===== src/rtl/xif_copro_exec.sv =====
// xif_copro_exec: XIF coprocessor execute/writeback stage. It keeps an in-order issue queue, waits for commit or kill, computes the result and returns it.
// Optional feature: define XIF_COPRO_EXEC_PERF_EN to build the saturating perf counters. Without it, both counters read as 0.

package xif_copro_pkg;
   typedef enum logic [1:0] {NONE = 2'd0, BITREV = 2'd1, ROTRIGHT = 2'd2, ROTLEFT = 2'd3} copro_op_e;
endpackage

module xif_copro_exec
   import xif_copro_pkg::*;
#(
   parameter int unsigned DEPTH    = 4,
   parameter int unsigned ID_WIDTH = 4,
   parameter int unsigned XLEN     = 32
) (
   input  logic                clk_i,
   input  logic                rst_ni,
   input  logic                issue_valid_i,
   output logic                issue_ready_o,
   input  logic [ID_WIDTH-1:0] issue_id_i,
   input  copro_op_e           issue_op_i,
   input  logic [XLEN-1:0]     issue_rs1_i,
   input  logic [XLEN-1:0]     issue_rs2_i,
   input  logic [4:0]          issue_rd_i,
   input  logic                commit_valid_i,
   input  logic [ID_WIDTH-1:0] commit_id_i,
   input  logic                commit_kill_i,
   output logic                result_valid_o,
   input  logic                result_ready_i,
   output logic [ID_WIDTH-1:0] result_id_o,
   output logic [4:0]          result_rd_o,
   output logic                result_we_o,
   output logic [XLEN-1:0]     result_data_o,
   output logic                busy_o,
   output logic [31:0]         perf_retired_o,
   output logic [31:0]         perf_killed_o
);
   localparam int unsigned AW = $clog2(DEPTH);

   logic [AW:0]           wptr_q, wptr_d, rptr_q, rptr_d;
   logic [ID_WIDTH-1:0]   id_q  [DEPTH];
   copro_op_e             op_q  [DEPTH];
   logic [XLEN-1:0]       rs1_q [DEPTH];
   logic [4:0]            amt_q [DEPTH];
   logic [4:0]            dst_q [DEPTH];
   logic [DEPTH-1:0]      vld_q, vld_d, com_q, com_d, kil_q, kil_d;
   logic [AW-1:0]         h, w;
   logic                  full, empty, issue_fire, same_cm, can_load, pop_kill, pop_exec, pop;
   logic [2*XLEN-1:0]     dbl, shr, shl;
   logic [XLEN-1:0]       rev, exec_data;
   logic                  res_valid_q, res_we_q;
   logic [ID_WIDTH-1:0]   res_id_q;
   logic [4:0]            res_rd_q;
   logic [XLEN-1:0]       res_data_q;
   logic                  unused_rs2;

   assign unused_rs2    = ^issue_rs2_i[XLEN-1:5];
   assign h             = rptr_q[AW-1:0];
   assign w             = wptr_q[AW-1:0];
   assign empty         = wptr_q == rptr_q;
   assign full          = (wptr_q[AW] != rptr_q[AW]) && (w == h);
   assign issue_ready_o = !full;
   assign issue_fire    = issue_valid_i && !full;
   assign same_cm       = commit_valid_i && (commit_id_i == issue_id_i);
   assign can_load      = !res_valid_q || result_ready_i;
   assign pop_kill      = !empty && kil_q[h];
   assign pop_exec      = !empty && !kil_q[h] && com_q[h] && can_load;
   assign pop           = pop_kill || pop_exec;
   assign wptr_d        = wptr_q + {{AW{1'b0}}, issue_fire};
   assign rptr_d        = rptr_q + {{AW{1'b0}}, pop};
   assign busy_o        = !empty || res_valid_q;

   // Per-entry flags: commit/kill marks matching entries, including one enqueued this cycle.
   always_comb begin
      vld_d = vld_q;
      com_d = com_q;
      kil_d = kil_q;
      for (int i = 0; i < DEPTH; i++)
         if (commit_valid_i && vld_q[i] && id_q[i] == commit_id_i) begin
            kil_d[i] = kil_q[i] | commit_kill_i;
            com_d[i] = com_q[i] | !commit_kill_i;
         end
      if (pop) begin
         vld_d[h] = 1'b0;
         com_d[h] = 1'b0;
         kil_d[h] = 1'b0;
      end
      if (issue_fire) begin
         vld_d[w] = 1'b1;
         com_d[w] = same_cm && !commit_kill_i;
         kil_d[w] = same_cm && commit_kill_i;
      end
   end

   // Queue pointers and entry flags.
   always_ff @(posedge clk_i or negedge rst_ni)
      if (!rst_ni) begin
         wptr_q <= '0;
         rptr_q <= '0;
         vld_q  <= '0;
         com_q  <= '0;
         kil_q  <= '0;
      end else begin
         wptr_q <= wptr_d;
         rptr_q <= rptr_d;
         vld_q  <= vld_d;
         com_q  <= com_d;
         kil_q  <= kil_d;
      end

   // Entry payload, qualified by the flags so it needs no reset.
   always_ff @(posedge clk_i)
      if (issue_fire) begin
         id_q[w]  <= issue_id_i;
         op_q[w]  <= issue_op_i;
         rs1_q[w] <= issue_rs1_i;
         amt_q[w] <= issue_rs2_i[4:0];
         dst_q[w] <= issue_rd_i;
      end

   // Head execution: rotates take a window of the doubled operand, so n=0 returns rs1.
   always_comb begin
      dbl = {rs1_q[h], rs1_q[h]};
      shr = dbl >> amt_q[h];
      shl = dbl << amt_q[h];
      rev = '0;
      for (int i = 0; i < XLEN; i++) rev[i] = rs1_q[h][XLEN-1-i];
      exec_data = op_q[h] == BITREV   ? rev :
                  op_q[h] == ROTRIGHT ? shr[XLEN-1:0] :
                  op_q[h] == ROTLEFT  ? shl[2*XLEN-1:XLEN] : '0;
   end

   // Result register: reload on exec pop, otherwise clear once the CPU accepts.
   always_ff @(posedge clk_i or negedge rst_ni)
      if (!rst_ni) begin
         res_valid_q <= 1'b0;
         res_id_q    <= '0;
         res_rd_q    <= '0;
         res_we_q    <= 1'b0;
         res_data_q  <= '0;
      end else if (pop_exec) begin
         res_valid_q <= 1'b1;
         res_id_q    <= id_q[h];
         res_rd_q    <= dst_q[h];
         res_we_q    <= op_q[h] != NONE;
         res_data_q  <= exec_data;
      end else if (result_ready_i) begin
         res_valid_q <= 1'b0;
         res_id_q    <= '0;
         res_rd_q    <= '0;
         res_we_q    <= 1'b0;
         res_data_q  <= '0;
      end

   assign result_valid_o = res_valid_q;
   assign result_id_o    = res_id_q;
   assign result_rd_o    = res_rd_q;
   assign result_we_o    = res_we_q;
   assign result_data_o  = res_data_q;

`ifdef XIF_COPRO_EXEC_PERF_EN
   logic [31:0] ret_q, ret_d, kcnt_q, kcnt_d;

   assign ret_d  = (res_valid_q && result_ready_i && !(&ret_q)) ? ret_q + 32'd1 : ret_q;
   assign kcnt_d = (pop_kill && !(&kcnt_q)) ? kcnt_q + 32'd1 : kcnt_q;

   // Saturating retire/kill counters.
   always_ff @(posedge clk_i or negedge rst_ni)
      if (!rst_ni) begin
         ret_q  <= '0;
         kcnt_q <= '0;
      end else begin
         ret_q  <= ret_d;
         kcnt_q <= kcnt_d;
      end

   assign perf_retired_o = ret_q;
   assign perf_killed_o  = kcnt_q;
`else
   assign perf_retired_o = '0;
   assign perf_killed_o  = '0;
`endif
endmodule


===== config.mk =====
export PLATFORM = sky130hd
export DESIGN_NAME = xif_copro_exec
export DESIGN_NICKNAME = d
export VERILOG_FILES = /design/src/rtl/xif_copro_exec.sv
export SDC_FILE = /design/constraint.sdc
export NUM_CORES = 1
export LEC_CHECK = 0
export CORE_MARGIN = 2
export CORE_UTILIZATION = 35
export CTS_BUF_LIST = sky130_fd_sc_hd__clkbuf_4 sky130_fd_sc_hd__clkbuf_8 sky130_fd_sc_hd__clkbuf_16
export DETAILED_ROUTE_END_ITERATION = 16
export HOLD_SLACK_MARGIN = 0.03
export SETUP_SLACK_MARGIN = 0.05
export SLEW_MARGIN = 10
export SYNTH_ARGS = -nofsm -noshare
export SYNTH_HDL_FRONTEND = slang
export SYNTH_SLANG_ARGS = --single-unit

===== constraint.sdc =====
create_clock -name clk_i -period 10.41 [get_ports clk_i]
set_input_delay 1.041 -clock clk_i [delete_from_list [all_inputs] [get_ports clk_i]]
set_output_delay 1.041 -clock clk_i [all_outputs]
set_load 0.05 [all_outputs]

# Yosys cells after proc, flatten, opt, wreduce, memory -nomap -nowiden
# Memory sizes are Yosys's and may differ from the RTL's.
# Index checks and enable logic that the tools add are counted.
dict set report totals {
  n_memories 5
  ramBits 192
  word_cells 114
  inputBits 85
  regBits 61
  out_inout_bits 109
}
dict set report classes {
  bitwise_logic 13
  n_reduce_logical 29
  n_lt_le_gt_ge 4
  n_eq_ne 11
  shifts 2
  addsub 2
  mux 38
}
# memory depth width rd rd_ports_with_merged_regs write_ports line_no
set memory_table {}
lappend memory_table {rs1_q 4 32 1 0 1 42} ;# logic [XLEN-1:0] rs1_q [DEPTH];
lappend memory_table {amt_q 4 5 1 0 1 43} ;# logic [4:0] amt_q [DEPTH];
lappend memory_table {dst_q 4 5 1 0 1 44} ;# logic [4:0] dst_q [DEPTH];
lappend memory_table {id_q 4 4 5 0 1 40} ;# logic [ID_WIDTH-1:0] id_q [DEPTH];
lappend memory_table {op_q 4 2 1 0 1 41} ;# copro_op_e op_q [DEPTH];
# cell n
set ops {}
lappend ops {{$mux 32} 5}
lappend ops {{$shl 64x5->64} 1}
lappend ops {{$shr 64x5->32} 1}
lappend ops {{$mux 4} 8}
lappend ops {{$eq 4x4->1} 5}
lappend ops {{$logic_and 1x1->1} 19}
lappend ops {{$mux 1} 17}
lappend ops {{$and 4x4->4} 3}
lappend ops {{$mux 5} 2}
lappend ops {{$bwmux 4} 2}
lappend ops {{$or 1x1->1} 8}
lappend ops {{$add 3x1->3} 2}
lappend ops {{$lt 2x3->1 const B} 2}
lappend ops {{$logic_not 1->1} 5}
lappend ops {{$bmux 1 s2} 2}
lappend ops {{$demux 1 s2} 2}
lappend ops {{$eq 2x2->1 const B} 2}
lappend ops {{$ge 2x1->1 const B} 2}
lappend ops {{$not 4->4} 1}
lappend ops {{$or 4x4->4} 1}
lappend ops {{$reduce_bool 2->1} 2}
lappend ops {{$eq 3x3->1} 1}
lappend ops {{$logic_or 1x1->1} 3}
lappend ops {{$eq 2x1->1 const B} 1}
lappend ops {{other kinds (2)} 2}

# Logic depth before layout (Yosys ltp)
# Gate-level depths: netlist of run 1.
dict set report logic_depth {
  ltp_word 10
  depth_mapped 14
  ltp_nobuf 8
}

# Least setup slack after synthesis of run 1
# OpenSTA, ideal clock, no wires.
dict set report synth_timing {
  path_type {register to register}
  startpoint {register rptr_q[0]}
  endpoint {register com_q[1]}
  setup_time_ns 0.123
  synth_period_minus_slack_ns 6.411
  path_buffers 4
  path_stages_with_launch 12
  slack_ns 3.999
  t_arrival_ns 6.288
  required_time_ns 10.287
  cell_sequence {dfrtp_1 > buf_6 > buf_12 > buf_6 > buf_2 > xnor2_1 > nand3b_1 > nand2_1 > nor3b_1 > a31oi_1 > a22o_1 > a22o_1}
}
dict set report synth_via {
  word_cells_on_any_way 26
}
# element line_no
set synth_rtl {}
lappend synth_rtl {{start: declaration} 39} ;# logic [AW:0] wptr_q, wptr_d, rptr_q, rptr_d;
lappend synth_rtl {{start signal: assignment} 104} ;# rptr_q <= rptr_d;
lappend synth_rtl {{$eq 2x2->1} 60} ;# assign full = (wptr_q[AW] != rptr_q[AW]) && (w == h);
lappend synth_rtl {{$logic_and 1x1->1} 60}
lappend synth_rtl {{$logic_not 1->1} -}
lappend synth_rtl {{net issue_ready_o} 18} ;# output logic issue_ready_o,
lappend synth_rtl {{$logic_and 1x1->1} 62} ;# assign issue_fire = issue_valid_i && !full;
lappend synth_rtl {{$mux 4} 87} ;# if (issue_fire) begin
lappend synth_rtl {{net com_d[1]} 45} ;# logic [DEPTH-1:0] vld_q, vld_d, com_q, com_d, kil_q, kil_d;
lappend synth_rtl {{end signal: assignment} 106} ;# com_q <= com_d;
lappend synth_rtl {{end: declaration} 45}
# The timed path passes the listed nets, and every way through them passes these cells. The select of a mux whose other input is x is not followed.
# A chain may end at the register's enable or synchronous reset.

# Worst setup path after layout of run 1
dict set report layout_timing {
  startpoint {register rptr_q[0]}
  endpoint {register res_data_q[13], in the netlist result_data_o[13]}
}
dict set report layout_via {
  elab_chain_cells 7
  word_cells_on_any_way 23
}
# element line_no
set layout_lines {}
lappend layout_lines {{branches (longest 7 deep; another with $mem_v2 4x32)} -}
lappend layout_lines {{end signal: assignment} 145} ;# res_data_q <= exec_data;
lappend layout_lines {{end: declaration} 53} ;# logic [XLEN-1:0] res_data_q;
# Several ways; the timed one is not identified. The select of a mux whose other input is x is not followed.

==> results.py, run 1 <==
metrics = {
    "cts": {
        "path_clk_slew_ns": 0.07,
        "holdBufCountCts": 0,
        "cts_buffers": 27,
        "cts.sinks": 253,
        "cts_tree": "yes",
        "cts_setup_buffers": 0,
        "htreeDepth": 1,
        "root_buffer": "clkbuf_16",
        "cts_resized": 0,
        "cts_buffer_depth": 3,
        "clk_latency_ns": 0.56,
    },
    "logic_synthesis": {
        "synth_edf_count": 192,
        "synth_seq_cells": 253,
        "netlist.area_leader.share": 0.4008,
        "syn-instance-count": 1183,
        "synthTopCellsByArea": "edfxtp_1 40%, dfrtp_1 11%, mux4_2 9.7%",
        "netlist_area_sq_um": 14390,
        "ys_seq_area_frac": 0.5069,
        "ys.warnings.count": 0,
        "syn_avg_cell_area_sq_um": 12.16,
        "synth_area_leader_cell": "edfxtp_1",
        "async_reset_ff_frac": 0.2411,
        "ys.flop_type": "edfxtp_1",
        "yosys.cell_types.count": 68,
    },
    "floorplan": {
        "rows": 74,
        "die_area_sq_um": 42740,
        "die_y_um": 206.7,
        "start_util": 0.3531,
        "core_sq_um": 40740,
        "num_io_pins": 194,
        "die_x_um": 206.7,
    },
    "final_layout": {
        "drive_above_1_share": 0.1533,
        "area_growth_pct": 13.91,
        "multi_input_area_sq_um": 6417,
        "most-common-layout-cells": "192 x edfxtp_1, 101 x clkdlybuf4s50_1, 91 x o22ai_1",
        "layout_commonest_cell": "edfxtp_1",
        "regArea_sq_um": 7297,
        "fillers": 3843,
        "fin_nets": 1328,
        "finish.utilization": 0.4022,
    },
    "worst_setup_path": {
        "critical_path_required_ns": 10.87,
        "crit_arrival_ns": 5.52,
        "worstSetupEndpointType": "flip-flop",
        "cp_max_fo": 33,
        "start_kind": "flip-flop",
        "crit_type": "reg2reg",
        "regToRegSetupSlack_ns": 5.35,
    },
    "global_routing": {
        "grt_max_degree": 67,
        "overflow": 0,
        "antenna_found_initial": 1,
        "grt_pass1_vias": 10263,
        "grt_first_pass_wirelength_mm": 66.17,
        "track_usage": 0.2066,
    },
    "sta": {
        "setup-tns-final_ns": 0,
        "max_freq_mhz": 197.7,
        "maxSlewViolCount": 0,
        "setup_viol": 0,
        "period_share": 0.4859,
        "hold_viol": 0,
        "clock_skew_ns": 0.02973,
        "max-slew-margin-rel": 0.2346,
        "fin_crit_ns": 5.058,
        "tightest_slew_ns": 1.148,
        "rsz0062_at_grt": "no",
    },
    "routing": {
        "drtPass1Iterations": 5,
        "routedWlPerCell_um": 24.73,
        "drt-initial-drc-count": 1224,
        "route.detailed.drc": 0,
        "ant_nets": 0,
        "vias_per_cell": 5.944,
        "drt-total-wl_mm": 44.35,
        "via_count": 10658,
    },
    "placed_design": {
        "dp_hpwl_mm": 30.51,
        "place_congestion": 0.9886,
        "port-buffer-count": 102,
    },
    "outcome": {
        "outcome": "complete, no violations",
    },
    "min_path": {
        "hp-class": "reg2reg",
    },
    "flow_run": {
        "drv_cap": 0,
    },
}
layout make-up:
| cell class | count | area share |
|---|---|---|
| clock inverters | 17 | 0.006872 |
| diodes | 2 | 0.0003054 |
| flip-flops and latches | 253 | 0.4453 |
| inverters | 11 | 0.002520 |
| multi-input cells | 829 | 0.3916 |
| well taps | 532 | 0.04062 |
| clock buffers | 32 | 0.04390 |
| repair buffers | 117 | 0.06887 |
logic make-up (layout without fill, tap and decap cells):
kind of cell,count (synthesis),in the layout,share of synthesized area
xor+xnor,19,19,0.01157
buf+inv,164,177,0.06566
flops,253,253,0.5069
compound gates,306,306,0.1462
simple gates,252,252,0.07810
mux,184,184,0.1879
fa+ha+maj,4,4,0.003479
other cells,1,66,0.0002607
worst paths after layout:
kind                            from                 to  cells after the start
min                         com_q[3]           com_q[3]                      2
min reg2reg                 com_q[3]           com_q[3]                      2
max in group asynchronous     rst_ni          rptr_q[0]                      2
max                        rptr_q[0]  result_data_o[13]                      8
max reg2reg                rptr_q[0]  result_data_o[13]                      8
min in group asynchronous     rst_ni   result_data_o[0]                      2
Yosys cell counts (34+ instances only):
| cell | number |
|---|---|
| buf_4 | 66 |
| clkbuf_1 | 62 |
| dfrtp_1 | 61 |
| edfxtp_1 | 192 |
| mux2_2 | 57 |
| mux2i_1 | 60 |
| mux4_2 | 62 |
| nand2_1 | 87 |
| nand3_1 | 34 |
| nor2_1 | 74 |
| o21ai_0 | 52 |
| o22ai_1 | 91 |
metal layers:
metal	global-route usage	wire [um]
met1	0.2938	19460
met2	0.3067	19710
met3	0.05149	3885
met4	0.07320	1297
met5	0	0
stage by stage:
| stage | setup slack, ns | std cells | area, sq um | hold slack (ns) |
|---|---|---|---|---|
| floorplan | 3.999 | 1246 | 14620 | 0.4446 |
| global placement | 5.345 | 1742 | 15550 | 0.4609 |
| detailed placement | 5.360 | 1742 | 15550 | 0.4732 |
| CTS | 5.366 | 1791 | 16380 | 0.4860 |
| global route | 5.009 | 1791 | 16380 | 0.5132 |
| finish | 5.352 | 1793 | 16390 | 0.4755 |
state kept, by name, indices dropped and copies added (netlist names):
signal,cells
rs1_q,128
result_data_o,32
amt_q,20
dst_q,20
id_q,16
op_q,8
result_rd_o,5
com_q,4
kil_q,4
result_id_o,4
vld_q,4
rptr_q,3
wptr_q,3
result_valid_o,1
result_we_o,1
worst max-delay path, cell delays in order, from the launching register on:
cell	delay, ns
dfrtp_4	0.76
buf_4	0.63
mux4_2	0.93
or2_0	0.93
o22ai_1	0.15
a221oi_1	0.68
a22oi_1	0.32
and3_1	0.27
o311ai_1	0.26
Power of run 1 is not shown: default switching activity piles up to over one toggle a cycle in this logic, so the estimate is an artifact.
==> run 2, diff against run 1 <==
==> constraint.sdc (replaced) <==
create_clock -name clk_i -period 4.3 [get_ports clk_i]
set_input_delay 0.43 -clock clk_i [delete_from_list [all_inputs] [get_ports clk_i]]
set_output_delay 0.43 -clock clk_i [all_outputs]
set_load 0.05 [all_outputs]
==> run 2 against run 1 <==
Against the previous run:
- critical path depth unchanged
- highest routed layer unchanged
- register-to-register slack worse by 4.8 ns
- setup slack worse by 4.8 ns
- final area up 2.2%
==> results.py, run 2 (synthesis gave the netlist of run 1 again) <==
metrics = {
    "outcome": {
        "outcome": "complete, no violations",
    },
    "floorplan": {
        "die_area_sq_um": 42740,
        "die_x_um": 206.7,
        "start_util": 0.3531,
        "core_sq_um": 40740,
        "rows": 74,
        "die_y_um": 206.7,
        "num_io_pins": 194,
    },
    "final_layout": {
        "area_growth_pct": 16.37,
        "most-common-layout-cells": "192 x edfxtp_1, 101 x clkdlybuf4s50_1, 91 x o22ai_1",
        "fillers": 3830,
        "drive_above_1_share": 0.1709,
        "layout_commonest_cell": "edfxtp_1",
        "top_register": "rs1_q",
        "fin_nets": 1357,
        "largest_reg_flops": 128,
    },
    "worst_setup_path": {
        "critical_path_required_ns": 4.74,
        "rr_startpoint": "rptr_q[0]",
        "cp_common_cell": "mux4_2",
        "crit_type": "reg2reg",
        "r2r_end": "result_data_o[1]",
        "critPathMaxStageDelay_ns": 0.73,
        "cp.buffers_inverters": 1,
        "cp_slowest_cell": "mux4_2",
        "worstSetupEndpointType": "flip-flop",
        "cp_top_family": "multiplexers",
        "crit_arrival_ns": 4.16,
        "regToRegSetupSlack_ns": 0.58,
        "rr_worst_depth": 8,
        "start_kind": "flip-flop",
        "cp_max_fo": 21,
        "crit_path_cell_trace": "mux4_2 > buf_4 > nand2_1 > o22ai_1 > nor2_1 > mux4_2 > mux2_4 > a221o_1",
    },
    "placed_design": {
        "dp_hpwl_mm": 31.33,
        "place_congestion": 1.032,
        "port-buffer-count": 102,
    },
    "sta": {
        "tightest_slew_ns": 0.9877,
        "setup_viol": 0,
        "setup-tns-final_ns": 0,
        "max-slew-margin-rel": 0.3391,
        "fin_crit_ns": 3.721,
        "max_freq_mhz": 268.7,
        "rsz0062_at_grt": "no",
        "clock_skew_ns": 0.03114,
        "maxSlewViolCount": 0,
        "period_share": 0.8654,
        "hold_viol": 0,
    },
    "cts": {
        "root_buffer": "clkbuf_16",
        "cts_tree": "yes",
        "cts_setup_buffers": 0,
        "cts.sinks": 253,
        "clk_latency_ns": 0.56,
        "path_clk_slew_ns": 0.06,
        "htreeDepth": 1,
        "cts_resized": 0,
        "cts_buffer_depth": 3,
        "holdBufCountCts": 0,
        "cts_buffers": 26,
    },
    "routing": {
        "route.detailed.drc": 0,
        "drt-total-wl_mm": 44.11,
        "routedWlPerCell_um": 24.24,
        "drt-initial-drc-count": 1388,
        "ant_nets": 0,
        "via_count": 10760,
        "drtPass1Iterations": 6,
        "vias_per_cell": 5.912,
    },
    "flow_run": {
        "drv_cap": 0,
    },
    "global_routing": {
        "grt_first_pass_wirelength_mm": 65.60,
        "grt_pass1_vias": 10284,
        "grt_max_degree": 62,
        "track_usage": 0.2046,
        "antenna_found_initial": 0,
        "overflow": 0,
    },
    "min_path": {
        "hp-class": "in2async",
    },
}
## run 2: how the worst max path moves through the flow
stage | start | to | slack (ns) | depth (start not counted)
3_5_place_dp | rptr_q[0] | result_data_o[1] | 0.60 | 8
3_3_place_gp | rptr_q[0] | result_data_o[1] | 0.59 | 8
5_1_grt | rptr_q[0] | result_data_o[1] | 0.47 | 8
4_1_cts | rptr_q[0] | result_data_o[1] | 0.62 | 8
6_report | rptr_q[0] | result_data_o[1] | 0.58 | 8
2_1_floorplan | rptr_q[0] | com_q[1] | 0.28 | 11
## run 2: worst register-to-register path, stage by stage, from the launching register on
cell     delay (ns)
dfrtp_4        0.57
mux4_2         0.74
buf_4          0.34
nand2_1        0.42
o22ai_1        0.36
nor2_1         0.13
mux4_2         0.47
mux2_4         0.27
a221o_1        0.32
## run 2: area by class of cell
cell class / count / area, sq um / area share
inverter: 11 / 41.29 / 0.002466
antenna: 1 / 2.502 / 0.0001495
multi-input combinational: 829 / 6429 / 0.3840
sequential: 253 / 7297 / 0.4359
timing repair buffer: 147 / 1416 / 0.08460
clock buffer: 34 / 728.2 / 0.04350
tap: 532 / 665.6 / 0.03976
clock inverter: 13 / 161.4 / 0.009641
## run 2: layer usage
layer / GRT usage / part of all wire
met4: 0.08688 / 0.038
met3: 0.05683 / 0.10
met5: 0 / 0
met2: 0.3073 / 0.44
met1: 0.2783 / 0.42
## run 2: stage by stage
stage	setup WS (ns)	hold WS (ns)	cells	area [sq um]	utilization
finish	0.5786	0.05255	1820	16740	0.4109
global route	0.4675	0.1288	1819	16740	0.4109
CTS	0.6248	0.07656	1819	16740	0.4109
detailed placement	0.6042	0.4734	1772	15850	0.3890
global placement	0.5912	0.4695	1772	15850	0.3890
floorplan	0.2782	0.1344	1246	14660	-
Power of run 2 is left out for the same reason.
==> run 3, diff against run 2 <==
--- a/config.mk
+++ b/config.mk
@@ -9,6 +9,7 @@
 export CORE_UTILIZATION = 35
 export CTS_BUF_LIST = sky130_fd_sc_hd__clkbuf_4 sky130_fd_sc_hd__clkbuf_8 sky130_fd_sc_hd__clkbuf_16
 export DETAILED_ROUTE_END_ITERATION = 16
+export DONT_BUFFER_PORTS = 1
 export HOLD_SLACK_MARGIN = 0.03
 export SETUP_SLACK_MARGIN = 0.05
 export SLEW_MARGIN = 10
==> run 3 against run 2 <==
Against the previous run:
- first-iteration DRC count rose by 5.5%
- global-route usage rose by 0.13 points
- setup slack got worse by 0.025 ns
- sequential cell count did not move
- sequential share of layout area rose by 1.5 points
- non-clock buffer count fell by 44
- via count fell by 0.60%
- count of clock-buffer cells in the layout fell by 2
- maximum frequency fell by 0.65%
- wire length rose by 0.50%
- critical path depth did not move
==> results.py, run 3 (synthesis gave the netlist of run 1 again) <==
metrics = {
    "outcome": {
        "outcome": "complete, no violations",
    },
    "floorplan": {
        "num_io_pins": 194,
        "rows": 74,
        "start_util": 0.3531,
        "die_area_sq_um": 42740,
        "core_sq_um": 40740,
        "die_x_um": 206.7,
        "die_y_um": 206.7,
    },
    "worst_setup_path": {
        "worstSetupEndpointType": "flip-flop",
        "cp_max_fo": 25,
        "crit_type": "reg2reg",
        "critPathMaxStageDelay_ns": 0.73,
        "cp_slowest_cell": "nor3_1",
        "crit_arrival_ns": 4.20,
        "start_kind": "flip-flop",
        "critical_path_required_ns": 4.75,
        "crit_path_cell_trace": "buf_4 > mux4_2 > a31oi_1 > nand3_2 > nor3_1 > nand3_1 > o211a_1 > o21ai_0",
    },
    "sta": {
        "max_freq_mhz": 267.0,
        "hold_viol": 0,
        "max-slew-margin-rel": 0.3625,
        "fin_crit_ns": 3.746,
        "setup_viol": 0,
        "clock_skew_ns": 0.01052,
        "maxSlewViolCount": 0,
        "period_share": 0.8711,
        "tightest_slew_ns": 0.9563,
        "setup-tns-final_ns": 0,
        "rsz0062_at_grt": "no",
    },
    "cts": {
        "path_clk_slew_ns": 0.06,
        "cts_resized": 0,
        "cts_buffers": 25,
        "cts_buffer_depth": 3,
        "clk_latency_ns": 0.54,
        "htreeDepth": 1,
        "cts_tree": "yes",
        "root_buffer": "clkbuf_16",
        "cts.sinks": 253,
    },
    "global_routing": {
        "antenna_found_initial": 1,
        "grt_first_pass_wirelength_mm": 65.96,
        "grt_pass1_vias": 10219,
        "met1_usage": 0.2886,
        "grt.met2_usage": 0.3091,
        "grt_max_degree": 62,
        "top_usage_layer": "met2",
        "overflow": 0,
        "track_usage": 0.2059,
        "grt_util_met3": 0.04804,
    },
    "final_layout": {
        "layout_commonest_cell": "edfxtp_1",
        "n_antenna_cell": 0,
        "top_register": "rs1_q",
        "most-common-layout-cells": "192 x edfxtp_1, 91 x o22ai_1, 87 x nand2_1",
        "area_growth_pct": 12.42,
        "drive_above_1_share": 0.1812,
        "finish.utilization": 0.3970,
        "stdcell_count": 1774,
        "fillers": 3857,
        "fin_nets": 1312,
        "largest_reg_flops": 128,
    },
    "routing": {
        "ant_nets": 0,
        "routedWlPerCell_um": 24.99,
        "vias_per_cell": 6.029,
        "route.detailed.drc": 0,
        "drt-initial-drc-count": 1464,
        "drt-total-wl_mm": 44.33,
        "drtPass1Iterations": 7,
        "via_count": 10695,
    },
    "placed_design": {
        "port-buffer-count": 0,
        "place_congestion": 1.021,
        "dp.cells": 1677,
        "dp_hpwl_mm": 31.55,
    },
    "flow_run": {
        "drv_cap": 0,
    },
    "min_path": {
        "hp-class": "in2reg",
    },
}
==> run 3: cell types whose count changed in the layout (fill, tap and decap cells not counted), sizes merged, moves of 2 or more <==
cell / before / now
dlygate4sd3: 0 / 50
clkbuf: 34 / 32
bufinv: 4 / 1
clkinv: 9 / 11
buf: 46 / 53
clkdlybuf4s50: 101 / 0
==> run 3: metal layers <==
layer / routed length [um] / up-vias
li1: - / 4619
met1: 18860 / 5295
met2: 19440 / 654
met3: 4196 / 125
met4: 1821 / 2
met5: 13 / -
==> run 3: cell type report <==
cell class                      count  area [sq um]  area share
Clock buffer                       32         678.2     0.04193
Clock inverter                     14         93.84    0.005802
Inverter                           11         41.29    0.002553
Multi-Input combinational cell    829          6429      0.3975
Sequential cell                   253          7297      0.4512
Tap cell                          532         665.6     0.04116
Timing Repair Buffer              103         968.4     0.05988
==> run 3: critical path, delay by kind of cell (launching register included) <==
kind	cells	cell delay [ns]
AOI/OAI and AO/OA	3	0.52
muxes	1	0.58
DFF	1	0.59
and+or+nand+nor	3	1.48
buffers and inverters	1	0.46
==> run 3: final timing paths <==
path	slack (ns)	endpoint	from	cells after the start
worst max-delay path	0.55	result_data_o[18]	rptr_q[0]	8
worst min-delay path	0.13	kil_q[0]	commit_kill_i	2
worst max register to register	0.55	result_data_o[18]	rptr_q[0]	8
worst min register to register	0.49	kil_q[0]	kil_q[0]	2
max in group asynchronous	3.58	rptr_q[0]	rst_ni	2
min in group asynchronous	0.42	result_rd_o[3]	rst_ni	2
==> run 3: metrics by stage <==
step                      hold slack (ns)  setup slack, ns  cell area, sq um
after floorplan                    0.1344           0.2782             14660
after global placement             0.1355           0.5871             14870
after detailed placement           0.1355           0.5854             14870
after CTS                          0.1071           0.5747             16170
after global routing               0.1362           0.2822             16170
final                              0.1304           0.5541             16170
==> run 3: timing repair <==
action	CTS	global route
buffers inserted	0	0
endpoints found under the hold margin	257	0
hold buffers	51	0
Power of run 3 is left out for the same reason.
